## src/rtl/pcie_wr_initiator.sv

```systemverilog
// pcie_wr_initiator: FPGA-initiated upstream write engine.
// Turns a command (host byte address, QW count) plus a 64-bit payload stream into
// posted Memory Write TLPs on the pcie_sv transmit pipe.
// Optional build macro PCIE_WR_INIT_ADDR64_EN widens cmdAddr_in to 64 bits and emits
// 4DW headers whenever the upper address word is non-zero.

module pcie_wr_initiator #(
  parameter int unsigned MAX_PAYLOAD_QW = 16,
  parameter bit          EN_SWAP        = 1'b0
) (
  input  logic        pcieClk_in,
  input  logic        pcieRstN_in,
  input  logic [12:0] cfgBusDev_in,
`ifdef PCIE_WR_INIT_ADDR64_EN
  input  logic [63:0] cmdAddr_in,
`else
  input  logic [31:0] cmdAddr_in,
`endif
  input  logic [9:0]  cmdLen_in,
  input  logic        cmdValid_in,
  output logic        cmdReady_out,
  input  logic [63:0] dataData_in,
  input  logic        dataValid_in,
  output logic        dataReady_out,
  output logic [63:0] txData_out,
  output logic        txSOP_out,
  output logic        txEOP_out,
  output logic        txValid_out,
  input  logic        txReady_in,
  output logic        busy_out,
  output logic        error_out,
  output logic [31:0] tlpCount_out
);

  typedef enum logic [1:0] {
    StIdle = 2'd0,
    StHdr0 = 2'd1,
    StHdr1 = 2'd2,
    StData = 2'd3
  } state_e;

  // Byte-reverse each 32-bit half of a payload QW.
  function automatic logic [63:0] swap_dw_bytes(input logic [63:0] d);
    return {d[39:32], d[47:40], d[55:48], d[63:56],
            d[7:0],   d[15:8],  d[23:16], d[31:24]};
  endfunction

  state_e      r_state;
  logic [63:0] r_hdr0;
  logic [63:0] r_hdr1;
  logic [9:0]  r_remaining;
  logic        r_error;
  logic [31:0] r_tlp_count;

  logic        w_len_ok;
  logic        w_align_ok;
  logic [13:0] w_end_offset;
  logic        w_page_ok;
  logic        w_cmd_legal;
  logic [9:0]  w_len_dw;
  logic [15:0] w_req_id;
  logic [2:0]  w_fmt;
  logic [31:0] w_dw0;
  logic [31:0] w_dw1;
  logic [63:0] w_hdr1;
  logic [63:0] w_payload;
  logic        w_data_xfer;

  // Command legality: non-empty, within max payload, QW aligned, no 4KB crossing.
  always_comb begin
    w_len_ok     = (cmdLen_in != 10'd0) && (32'(cmdLen_in) <= MAX_PAYLOAD_QW);
    w_align_ok   = (cmdAddr_in[2:0] == 3'b000);
    // End offset within the 4KB page; exactly 4096 means the TLP ends on the boundary.
    w_end_offset = {2'b00, cmdAddr_in[11:0]} + {1'b0, cmdLen_in, 3'b000};
    w_page_ok    = (w_end_offset <= 14'd4096);
    w_cmd_legal  = w_len_ok && w_align_ok && w_page_ok;
  end

  // Header words built from the live command so they can be latched at the handshake.
  always_comb begin
    // 1024 DW wraps to a length field of 0.
    w_len_dw = {cmdLen_in[8:0], 1'b0};
    w_req_id = {cfgBusDev_in, 3'b000};
`ifdef PCIE_WR_INIT_ADDR64_EN
    if (cmdAddr_in[63:32] != 32'h0) begin
      w_fmt  = 3'b011;
      w_hdr1 = {cmdAddr_in[31:2], 2'b00, cmdAddr_in[63:32]};
    end else begin
      w_fmt  = 3'b010;
      w_hdr1 = {32'h0, cmdAddr_in[31:2], 2'b00};
    end
`else
    w_fmt  = 3'b010;
    w_hdr1 = {32'h0, cmdAddr_in[31:2], 2'b00};
`endif
    w_dw0 = {w_fmt, 5'b00000, 8'h00, 6'h00, w_len_dw};
    w_dw1 = {w_req_id, 8'h00, 4'hF, 4'hF};
  end

  // Payload path with optional byte swap.
  always_comb begin
    w_payload   = EN_SWAP ? swap_dw_bytes(dataData_in) : dataData_in;
    w_data_xfer = dataValid_in && txReady_in;
  end

  // Main FSM: command acceptance, header sequencing, payload countdown and statistics.
  always_ff @(posedge pcieClk_in or negedge pcieRstN_in) begin
    if (!pcieRstN_in) begin
      r_state     <= StIdle;
      r_hdr0      <= 64'h0;
      r_hdr1      <= 64'h0;
      r_remaining <= 10'd0;
      r_error     <= 1'b0;
      r_tlp_count <= 32'h0;
    end else begin
      unique case (r_state)
        StIdle: begin
          if (cmdValid_in) begin
            if (w_cmd_legal) begin
              r_hdr0      <= {w_dw1, w_dw0};
              r_hdr1      <= w_hdr1;
              // Loaded early; only consulted once the headers are out.
              r_remaining <= cmdLen_in;
              r_state     <= StHdr0;
            end else begin
              // Illegal commands are swallowed; only the sticky flag records them.
              r_error <= 1'b1;
            end
          end
        end
        StHdr0: begin
          if (txReady_in) r_state <= StHdr1;
        end
        StHdr1: begin
          if (txReady_in) r_state <= StData;
        end
        StData: begin
          if (w_data_xfer) begin
            r_remaining <= r_remaining - 10'd1;
            if (r_remaining == 10'd1) begin
              r_state     <= StIdle;
              r_tlp_count <= r_tlp_count + 32'd1;
            end
          end
        end
        default: r_state <= StIdle;
      endcase
    end
  end

  // Output decode: headers come from registers, payload passes straight through.
  always_comb begin
    cmdReady_out  = 1'b0;
    dataReady_out = 1'b0;
    txData_out    = 64'h0;
    txSOP_out     = 1'b0;
    txEOP_out     = 1'b0;
    txValid_out   = 1'b0;
    unique case (r_state)
      StIdle: begin
        cmdReady_out = 1'b1;
      end
      StHdr0: begin
        txValid_out = 1'b1;
        txSOP_out   = 1'b1;
        txData_out  = r_hdr0;
      end
      StHdr1: begin
        txValid_out = 1'b1;
        txData_out  = r_hdr1;
      end
      StData: begin
        txValid_out   = dataValid_in;
        dataReady_out = txReady_in;
        txData_out    = w_payload;
        txEOP_out     = (r_remaining == 10'd1);
      end
      default: ;
    endcase
  end

  assign busy_out     = (r_state != StIdle);
  assign error_out    = r_error;
  assign tlpCount_out = r_tlp_count;

endmodule
```

## config.mk

```make
export PLATFORM = sky130hd
export DESIGN_NAME = pcie_wr_initiator
export DESIGN_NICKNAME = d
export VERILOG_FILES = /design/src/rtl/pcie_wr_initiator.sv
export SDC_FILE = /design/constraint.sdc
export NUM_CORES = 1
export LEC_CHECK = 0
export ABC_AREA = 1
export BUFFER_PORTS_ARGS = -buffer_cell sky130_fd_sc_hd__clkbuf_2
export CAP_MARGIN = 0
export CORE_MARGIN = 2
export CORE_UTILIZATION = 30
export DETAILED_ROUTE_END_ITERATION = 7
export GPL_TIMING_DRIVEN = 0
export PLACE_DENSITY = 0.51
export SYNTH_ARGS = -nofsm -noshare
export SYNTH_HDL_FRONTEND = slang
export SYNTH_SLANG_ARGS = --single-unit
```

## constraint.sdc

```tcl
create_clock -name pcieClk_in -period 2.3 [get_ports pcieClk_in]
set_clock_uncertainty 0.05 [all_clocks]
set_input_delay 0.46 -clock pcieClk_in [delete_from_list [all_inputs] [get_ports pcieClk_in]]
set_output_delay 0.46 -clock pcieClk_in [all_outputs]
set_load 0.005 [all_outputs]
```

# Word-level counts from Yosys, hierarchy flattened
# Cells that the tools add are included.
[op_classes]
shift = 0
magnitude_cmp = 2
eq_ne = 10
add_sub_neg = 3
n_mux = 17
n_mul = 0
div = 0
n_bitwise = 1
n_reduce_logical = 15
[ops]
columns = ["cell", "n"]
rows = [
  ["64-bit one-hot mux with 3 select lines", 1],
  ["32-bit by 1-bit adder with 32-bit output, second input constant", 1],
  ["10-bit two-way mux", 3],
  ["10-bit one-hot mux with 2 select lines", 1],
  ["12-bit by 13-bit adder with 14-bit output", 1],
  ["14-bit by 13-bit <= comparator with 1-bit output, second input constant", 1],
  ["2-bit two-way mux", 6],
  ["2-bit != test, second input constant", 6],
  ["10-bit by 1-bit == test with 1-bit output, second input constant", 1],
  ["10-bit by 5-bit <= comparator with 1-bit output, second input constant", 1],
  ["10-bit nonzero test", 1],
  ["10-bit by 1-bit subtractor with 10-bit output, second input constant", 1],
  ["3-bit AND reduction", 3],
  ["2-bit one-hot mux with 4 select lines", 1],
  ["6-bit AND reduction", 1],
  ["2-bit == test, second input constant", 2],
  ["1-bit logical AND", 4],
  ["1-bit two-way mux", 4],
  ["4-bit AND reduction", 1],
  ["2-bit nonzero test", 2],
  ["3-bit zero test", 1],
  ["2-bit by 1-bit == test with 1-bit output, second input constant", 1],
  ["2-bit zero test", 1],
  ["1-bit one-hot mux with 2 select lines", 1],
  ["other kinds (2)", 2],
]
[totals]
ramBits = 0
input_bits = 124
romBits = 0
regBits = 106
memories = 0
latchBits = 0
elab_cells = 54
output_inout_bits = 103

# Depth between registers and ports, before layout
# Gate-level depths: netlist of run 1.
[logic_depth]
depth_word = 7
depth_mapped = 18
depth_no_buf = 18

# Worst setup path after synthesis of run 1
# Ideal clock, no wire load.
[synth_timing]
path_type = "in2reg"
start = "input cmdAddr_in[3]"
end = "register r_hdr0[55]"
path_buffers = 2
arrival_ps = 2193
slack_ps = -59
stages = 16
cell_sequence = "ha_1 > inv_1 > fa_1 > inv_1 > nor2_1 > nand3_1 > nor2_1 > nand2_1 > nor2_1 > nand3_1 > nand2_1 > nand3_1 > buf_2 > buf_2 > nand2_1 > nand2_1"
[synth_via]
elab_chain_cells = 4
[synth_rtl]
columns = ["item", "line_no", "rtl"]
rows = [
  ["start, declared", "17", "input logic [31:0] cmdAddr_in,"],
  ["12-bit by 13-bit adder with 14-bit output", "74", "w_end_offset = {2'b00, cmdAddr_in[11:0]} + {1'b0, cmdLen_in, 3'b000};"],
  ["14-bit by 13-bit <= comparator with 1-bit output", "75", "w_page_ok = (w_end_offset <= 14'd4096);"],
  ["1-bit logical AND", "76", "w_cmd_legal = w_len_ok && w_align_ok && w_page_ok;"],
  ["3-bit AND reduction (no line)", "-", ""],
  ["end signal, assigned", "120", "r_hdr0 <= {w_dw1, w_dw0};"],
  ["end, declared", "49", "logic [63:0] r_hdr0;"],
]
# No other way between the ends.
# A chain may end at the register's enable or synchronous reset.

# Worst setup path after layout of run 1
[layout_timing]
start = "input cmdLen_in[0]"
end = "register r_hdr0[56]"
[layout_via]
elab_chain_cells = 5
elab_cells_between_ends = 8
[layout_rtl]
columns = ["item", "line_no", "rtl"]
rows = [
  ["start, declared", "19", "input logic [9:0] cmdLen_in,"],
  ["branches (longest 3 deep; another with 12-bit by 13-bit adder with 14-bit output)", "-", ""],
  ["1-bit logical AND (*)", "76", ""],
  ["3-bit AND reduction (no line) (*)", "-", ""],
]
# Every way passes the cells marked *.

==> results.txt, run 1 <==
----------------------------------------------------
[Run status]
  Result of the run ... complete, but fails checks
  Violations in the final reports ... setup timing

[Synthesis]
  Syn nets ... about 1.0k
  Most instantiated flip-flop cell in the synthesis netlist ... sky130_fd_sc_hd__dfrtp_1
  Part of the Yosys area used for sequential elements ... 40.03%
  Largest cells by area after synthesis ... sky130_fd_sc_hd__dfrtp_1, sky130_fd_sc_hd__nand2_1, sky130_fd_sc_hd__inv_1
  Warning count from the yosys run ... 0
  Post-synth EDFFs ... 0
  Proportion of netlist area held by the largest area contributor ... roughly 40%
  Mean instance size in the synthesized netlist ... between 6 and 7 µm²
  Top cell types by occurrence after synthesis ... sky130_fd_sc_hd__nand2_1, sky130_fd_sc_hd__dfrtp_1, sky130_fd_sc_hd__inv_1
  Mapped cell area ... 0.006126 mm²
  Biggest area consumer among synthesized cells ... sky130_fd_sc_hd__dfrtp_1
  Most repeated cell in the gate-level netlist after synthesis ... sky130_fd_sc_hd__nand2_1
  Fraction of registers with async set/reset ... 100.0%
  Number of flip-flops and latches in the synthesized netlist ... between 90 and 100
  Synthesized instance count ... approximately 900
  Unique masters post-synth ... 31

[Clock tree]
  Root Driver ... sky130_fd_sc_hd__clkbuf_16
  Total number of H-tree levels ... 3
  Clock network latency to the later pin of the worst-skew pair ... roughly 0.35 ns
  Reg clk slew, reported paths ... roughly 0.070 ns
  Clock tree from TritonCTS ... done
  Number of clock buffers inserted by TritonCTS ... 9
  # clock sinks ... 98
  Number of buffers added to fix hold violations after cts ... 0
  Max clock buf depth ... 2

[Run]
  Max-Cap Viols ... 0

[Critical path]
  CP Launch Type ... input pin
  Arrival @ worst endpoint ... 2.56 ns
  Reg-to-reg slack, setup ... approximately 0.22 ns
  Capture point of the worst path ... r_hdr0[56]
  Origin of the worst setup path ... cmdLen_in[0]
  Critical path class ... in -> reg
  Worst Setup End Kind ... register
  Peak fanout along the critical path ... 5
  Worst Path Required ... roughly 2.5 ns
  Worst R2R Start ... r_state[0]
  Worst reg2reg path endpoint ... tlpCount_out[23]
  Worst-case reg-to-reg path depth ... 11

[Power and ir drop]
  Power density normalized to cell area ... 749.8 mW/mm²
  Leakage power total ... 4.794 nW
  Peak ir drop on the vdd network ... between 300 and 400 µV

[Detailed routing]
  DRC violation count after routing ... 0
  Met3 wire length ... ~1.3 mm
  Count of nets left with antenna violations after detail routing ... 0
  Detailed Route WL ... 22.58 mm
  First-pass detailed-route iteration total ... 5
  Detailed router's first-iteration violation count ... ~280
  Average vias per placed instance ... 4.571
  Vias ... approximately 6.5k
  Routed wire per std cell ... roughly 16 µm
  Routed length on met2 ... between 10 and 15 mm
  Met1 routed wirelength after detailed routing ... around 10 mm
  Max layer used ... met4

[Global route]
  Via count of the first global-routing pass ... 6226
  Number of antenna violations at the first check in global routing ... 0
  Remaining global-route overflow ... 0
  Global-route wire length before repair ... 34.38 mm
  All-layer global routing usage ... approximately 20%
  Largest net degree at the start of global routing ... 99

[Timing]
  Slew HR ... 45.02%
  Final Hold Vio Count ... 0
  Final setup margin ... -0.07149 ns
  RSZ-0062 raised after global routing ... true
  Total count of max-transition violations in the final report ... 0
  Time the final worst path needs with I/O delays and setup ... 2.371 ns
  Share of the cycle needed by the critical path after routing ... 103.1%
  Setup-failing EPs final ... just under 50
  Max Freq ... 421.7 MHz
  Worst-Margin Slew ... just over 0.8 ns

[Final layout]
  Fraction of final layout cells with drive strength greater than 1 ... 35.23%
  Total number of nets in the final design ... 1294
  Number of antenna diodes ... 0
  Area growth from synthesis to layout ... 43.46%
  Number of inserted filler cells in the final layout ... ~2.1k
  Final Core Density ... a little over two fifths

[Hold path]
  HP Class ... in -> async

[Floorplanning]
  DIE AREA ... around 0.022 mm²
  Number of top-level pins ... 227
  Core Rows ... 52
  Standard cell core area ... 0.02010 mm²
  Horizontal extent of the die ... ~150 µm
  Die outline height ... roughly 150 µm
  Initial core utilization ... a little under a third

[Placement]
  Placer congestion estimate ... around 0.83
  Worst slack, placed ... -0.6239 ns
  Count of port buffers added during placement ... around 230
  Half-perimeter wire length after placement ... ~17 mm

----------------------------------------------------
[layer usage]
metal	vias up	track usage (%)
met2	189	34.46
met4	0	5.096
met1	3004	26.68
li1	3315	-
met5	-	0
met3	19	3.913
[per-stage QoR]
stage / std cells / TNS (ns) / hold WS [ns] / instance area, µm² / power [mW]
finish: 1428 / -2.260 / 0.1334 / 8788 / 6.589
global route: 1428 / -8.210 / 0.1918 / 8788 / 7.048
CTS: 1418 / -0.2060 / 0.1985 / 8285 / 6.496
detailed placement: 1397 / -47.02 / 0.4031 / 7631 / 4.437
global placement: 1397 / -125.42 / 0.3986 / 7622 / 4.423
floorplan: 901 / -0.6112 / 0.1144 / 6153 / 3.417
[placed cells by master (no fill, tap or decap), types with 12 or more instances in the layout]
cell type                   instances
sky130_fd_sc_hd__nand2_1          334
sky130_fd_sc_hd__clkbuf_2         223
sky130_fd_sc_hd__dfrtp_1           95
sky130_fd_sc_hd__inv_1             86
sky130_fd_sc_hd__nand2_2           55
sky130_fd_sc_hd__nand3_1           45
sky130_fd_sc_hd__nor2_1            42
sky130_fd_sc_hd__a21oi_1           31
sky130_fd_sc_hd__xor2_1            22
sky130_fd_sc_hd__nand4_1           18
sky130_fd_sc_hd__nor3_1            17
sky130_fd_sc_hd__a21oi_2           17
sky130_fd_sc_hd__buf_4             15
sky130_fd_sc_hd__o21ai_0           15
sky130_fd_sc_hd__clkbuf_16         14
sky130_fd_sc_hd__nand2_4           12
sky130_fd_sc_hd__xnor2_1           12
[worst max-delay path, cell delays in order]
cell and delay [ns]:
sky130_fd_sc_hd__buf_12 0.09, sky130_fd_sc_hd__ha_4 0.13, sky130_fd_sc_hd__inv_2 0.03, sky130_fd_sc_hd__fa_2 0.52, sky130_fd_sc_hd__inv_2 0.03, sky130_fd_sc_hd__nor2_2 0.10
sky130_fd_sc_hd__nand3_1 0.08, sky130_fd_sc_hd__nor2_1 0.12, sky130_fd_sc_hd__nand2_1 0.08, sky130_fd_sc_hd__nor2_1 0.11, sky130_fd_sc_hd__nand3_1 0.10, sky130_fd_sc_hd__nand2_2 0.11
sky130_fd_sc_hd__nand3_4 0.13, sky130_fd_sc_hd__clkbuf_16 0.21, sky130_fd_sc_hd__clkbuf_16 0.16, sky130_fd_sc_hd__nand2_2 0.05, sky130_fd_sc_hd__nand2_1 0.05
[kinds of logic (layout without fill, tap and decap cells)]
group,Yosys count,in the layout,synth area share (%)
xor gates and xnor gates,34,34,4.861
buffers and inverters,133,390,8.374
and+or+nand+nor,546,546,36.91
adders and majority gates,17,17,3.595
DFF,98,98,40.03
AOI/OAI and AO/OA,73,73,6.230
[how the worst min path moves through the flow]
stage / to / slack (ns) / depth (start not counted)
after floorplan: error_out / 0.11 / 0
after global placement: r_hdr0[8] / 0.40 / 2
after detailed placement: r_hdr0[6] / 0.40 / 2
after CTS: r_hdr1[22] / 0.20 / 1
after global routing: r_hdr1[22] / 0.19 / 1
final: r_hdr1[22] / 0.13 / 1
[registers in the layout, summed over array words and instances, names as in the netlist]
name	cells
r_state	2
r_hdr0	23
r_hdr1	30
tlpCount_out	32
r_remaining	10
error_out	1
[layout make-up]
cell class              count  area [µm²]  share of cell area, %
multi-input cells         670        3555                  40.45
flip-flops and latches     98        2456                  27.95
repair buffers            243        1383                  15.73
inverters                  99       384.1                  4.371
plain buffers              32       370.4                  4.214
well taps                 270       337.8                  3.844
clock buffers              10       229.0                  2.605
clock inverters             6       73.82                 0.8400
[power by group]
group / internal (mW) / total (mW) / switching, mW
combinational: 1.18 / 2.99 / 1.81
clock: 0.859 / 1.58 / 0.723
sequential: 1.86 / 2.02 / 0.157
[timing repair]
action                     CTS  global route
buffers inserted             7             5
hold endpoints to repair     0             0
pin swaps                    1            40
setup endpoints to repair  142           135
gates resized for setup     86           131
gates cloned                 0             5
No activity file was read; power rests on OpenSTA's default activity.
==> inputs of run 2 (changes only) <==
- CORE_ASPECT_RATIO: default -> 1.4
- REMOVE_ABC_BUFFERS: default -> 1
==> run 2 against run 1 <==
Compared with the run above:
- the run still ends with setup timing left
- critical path depth grew 1
- die area is essentially flat
- combinational power grew 31%
- total power is 15% higher
- clock power barely moved
- non-clock buffer count increased by 8
- final cell count is essentially flat
- flip-flop and latch count unchanged
- clock-buffer cell count is 1 higher
- hold slack improved by 0.012 ns
- via count increased by 4.9%
- utilization rose by 3.3 points
- largest power group unchanged
==> results.txt, run 2 (same netlist as run 1, synthesis figures left out) <==
----------------------------------------------------
[Floorplanning]
  Die outline height ... 173.1 µm (+18%)
  Horizontal extent of the die ... 124.8 µm (-15%)
  Initial core utilization ... 30.75% (+0.28 points)
  Core Rows ... 61 (+17%)
  Standard cell core area ... 0.01992 mm² (-0.91%)
  DIE AREA ... 0.02160 mm² (about the same)
  Number of top-level pins ... 227 (unchanged)

[Final layout]
  Largest register FFs ... 32 (unchanged)
  Total number of nets in the final design ... 1311 (+1.3%)
  Number of inserted filler cells in the final layout ... 2077 (-0.91%)
  Most frequent cells in the layout ... sky130_fd_sc_hd__nand2_1, sky130_fd_sc_hd__clkbuf_2, sky130_fd_sc_hd__dfrtp_1
  Fraction of final layout cells with drive strength greater than 1 ... 37.96% (+2.7 points)
  Number of antenna diodes ... 0 (unchanged)
  Area growth from synthesis to layout ... 52.96%
  Most common cell after layout, fill and taps aside ... sky130_fd_sc_hd__nand2_1

[Timing]
  Share of the cycle needed by the critical path after routing ... 104.4% (+1.3 points)
  Final Hold Vio Count ... 0 (unchanged)
  Final setup margin ... -0.1005 ns (-0.02900 ns)
  Final hold slack ... 0.1449 ns (+0.01156 ns)
  Slew HR ... 44.72% (-0.30 points)
  Worst-Margin Slew ... 0.8292 ns (+0.004538 ns)
  RSZ-0062 raised after global routing ... true
  Max Freq ... 416.6 MHz (-1.2%)
  Time the final worst path needs with I/O delays and setup ... 2.400 ns (+0.02900 ns)
  Setup-failing EPs final ... 38 (-22%)
  Total count of max-transition violations in the final report ... 0 (unchanged)

[Detailed routing]
  Vias ... 6844 (+4.9%)
  Count of nets left with antenna violations after detail routing ... 0 (unchanged)
  Routed wire per std cell ... 17.31 µm (+9.5%)
  Average vias per placed instance ... 4.796 (+4.9%)
  DRC violation count after routing ... 0 (unchanged)
  Detailed router's first-iteration violation count ... 293 (+3.9%)
  Detailed Route WL ... 24.70 mm (+9.4%)
  First-pass detailed-route iteration total ... 4 (-1)

[Run status]
  Violations in the final reports ... setup timing
  Result of the run ... complete, but fails checks

[Clock tree]
  Reg clk slew, reported paths ... 0.07 ns (about the same)
  Root Driver ... sky130_fd_sc_hd__clkbuf_16
  Number of clock buffers inserted by TritonCTS ... 9 (unchanged)
  Clock network latency to the later pin of the worst-skew pair ... 0.35 ns (about the same)
  # clock sinks ... 98 (unchanged)
  Number of buffers added to fix hold violations after cts ... 0 (unchanged)
  Max clock buf depth ... 2 (unchanged)
  Clock tree from TritonCTS ... done
  Total number of H-tree levels ... 3 (unchanged)

[Placement]
  Placer congestion estimate ... 0.8872 (+6.8%)
  Half-perimeter wire length after placement ... 14.20 mm (-17%)
  Count of port buffers added during placement ... 226 (unchanged)

[Critical path]
  Peak fanout along the critical path ... 6 (+1)
  Arrival @ worst endpoint ... 2.65 ns (+0.09 ns)
  Critical-path cell with the highest stage delay ... sky130_fd_sc_hd__fa_2
  Worst Setup End Kind ... register
  Ordered cell list for the critical path ... clkbuf_16, ha_4, inv_2, fa_2, inv_2, nor2_2, nand3_1, nor2_1, nand2_1, nor2_2, nand3_2, nand2_2, nand3_4, buf_12, buf_12, clkinv_8, nand2_2, nand2_1
  Cell type group with the largest total delay on the critical path ... simple AND/OR/NAND/NOR gates
  CP Launch Type ... input pin
  Crit path largest cell delay ... 0.53 ns (about the same)
  WP buf/inv ... 6 (+1)
  Worst Path Required ... 2.54 ns (+0.05 ns)
  Critical path class ... in -> reg

[Power and ir drop]
  Power density normalized to cell area ... 809.2 mW/mm² (+7.9%)
  Power after layout ... 7.582 mW (+15%)
  Leakage power total ... 5.165 nW (+7.7%)
  Register share of total power ... 26.8% (-3.8 points)
  Peak ir drop on the vdd network ... 304.7 µV (-23%)
  Comb pwr share ... 51.9% (+6.5 points)
  Net Sw Power ... 3.064 mW (+14%)
  Part of the total power dissipated in the clock network ... 21.3% (-2.7 points)
  Switching portion of total power ... 40.41% (-0.39 points)
  Design internal power ... 4.518 mW (+16%)

[Run]
  Max-Cap Viols ... 0 (unchanged)

[Global route]
  Remaining global-route overflow ... 0 (unchanged)
  All-layer global routing usage ... 21.23% (+0.95 points)
  Largest net degree at the start of global routing ... 99 (unchanged)
  Global-route wire length before repair ... 35.86 mm (+4.3%)
  Number of antenna violations at the first check in global routing ... 0 (unchanged)
  Via count of the first global-routing pass ... 6574 (+5.6%)

[Hold path]
  HP Class ... in -> async

----------------------------------------------------
## run 2: cell types whose count changed in the layout (fill, tap and decap cells not counted), sizes merged
cell | before | now
clkinv | 2 | 8
bufbuf | 0 | 1
clkbuf | 254 | 233
buf | 31 | 60
clkinvlp | 4 | 3
nand2 | 401 | 403
nand3 | 47 | 48
## run 2: area by class of cell
cell class                      instances  area [µm²]  area share (%)
Clock inverter                          5       60.06          0.6409
Multi-Input combinational cell        673        3750           40.02
Sequential cell                        98        2455           26.20
Inverter                               99       407.9           4.353
Timing Repair Buffer                  283        2032           21.69
Timing Repair inverter                  6       97.59           1.042
Clock buffer                           11       252.7           2.697
Tap cell                              252       315.3           3.365
## run 2: path summary, 6_finish.rpt
path | startpoint | depth (start not counted) | slack [ns] | to
max | cmdLen_in[0] | 18 | -0.10 | r_hdr1[26]
min | pcieRstN_in | 1 | 0.14 | tlpCount_out[18]
max reg2reg | r_state[0] | 11 | 0.06 | tlpCount_out[23]
min reg2reg | r_hdr0[8] | 2 | 0.42 | r_hdr0[8]
max in group asynchronous | pcieRstN_in | 1 | 1.44 | r_state[0]
min in group pcieClk_in | cfgBusDev_in[0] | 3 | 0.26 | r_hdr0[51]
## run 2: layer usage
| metal | up-vias | routed length, µm | GRT usage (%) |
|---|---|---|---|
| li1 | 3371 | - | - |
| met2 | 225 | 13030 | 39.12 |
| met3 | 40 | 1196 | 3.682 |
| met5 | - | 0 | 0 |
| met4 | 0 | 889 | 8.989 |
| met1 | 3208 | 9586 | 23.89 |
## run 2: power groups by stage
| stage | combinational (mW) | sequential, mW | clock (mW) |
|---|---|---|---|
| 6_report | 3.93 | 2.04 | 1.61 |
| 5_1_grt | 4.26 | 2.06 | 1.72 |
| 4_1_cts | 3.02 | 2.02 | 1.66 |
| 3_5_place_dp | 2.26 | 2.03 | 0 |
| 3_3_place_gp | 2.22 | 2.03 | 0 |
| 2_1_floorplan | 1.35 | 1.99 | 0 |
## run 2: timing repair
item | in CTS | in global routing
setup buffers | 27 | 15
pin swaps | 21 | 39
gates resized for setup | 95 | 108
gates cloned | 11 | 12
setup endpoints to repair | 167 | 117
## run 2: stage by stage
stage                     instance area, µm²  setup slack, ns  instances  util (%)  setup TNS, ns
final                                   9370          -0.1005       1427     47.04         -2.666
after global routing                    9370          -0.2023       1427     47.04         -8.894
after CTS                               8645         -0.08926       1401     43.40         -1.852
after detailed placement                7501           -1.879       1347     37.65        -129.27
after global placement                  7431           -4.560       1345     37.30        -470.42
after floorplan                         5984           -2.117        867         -        -137.23
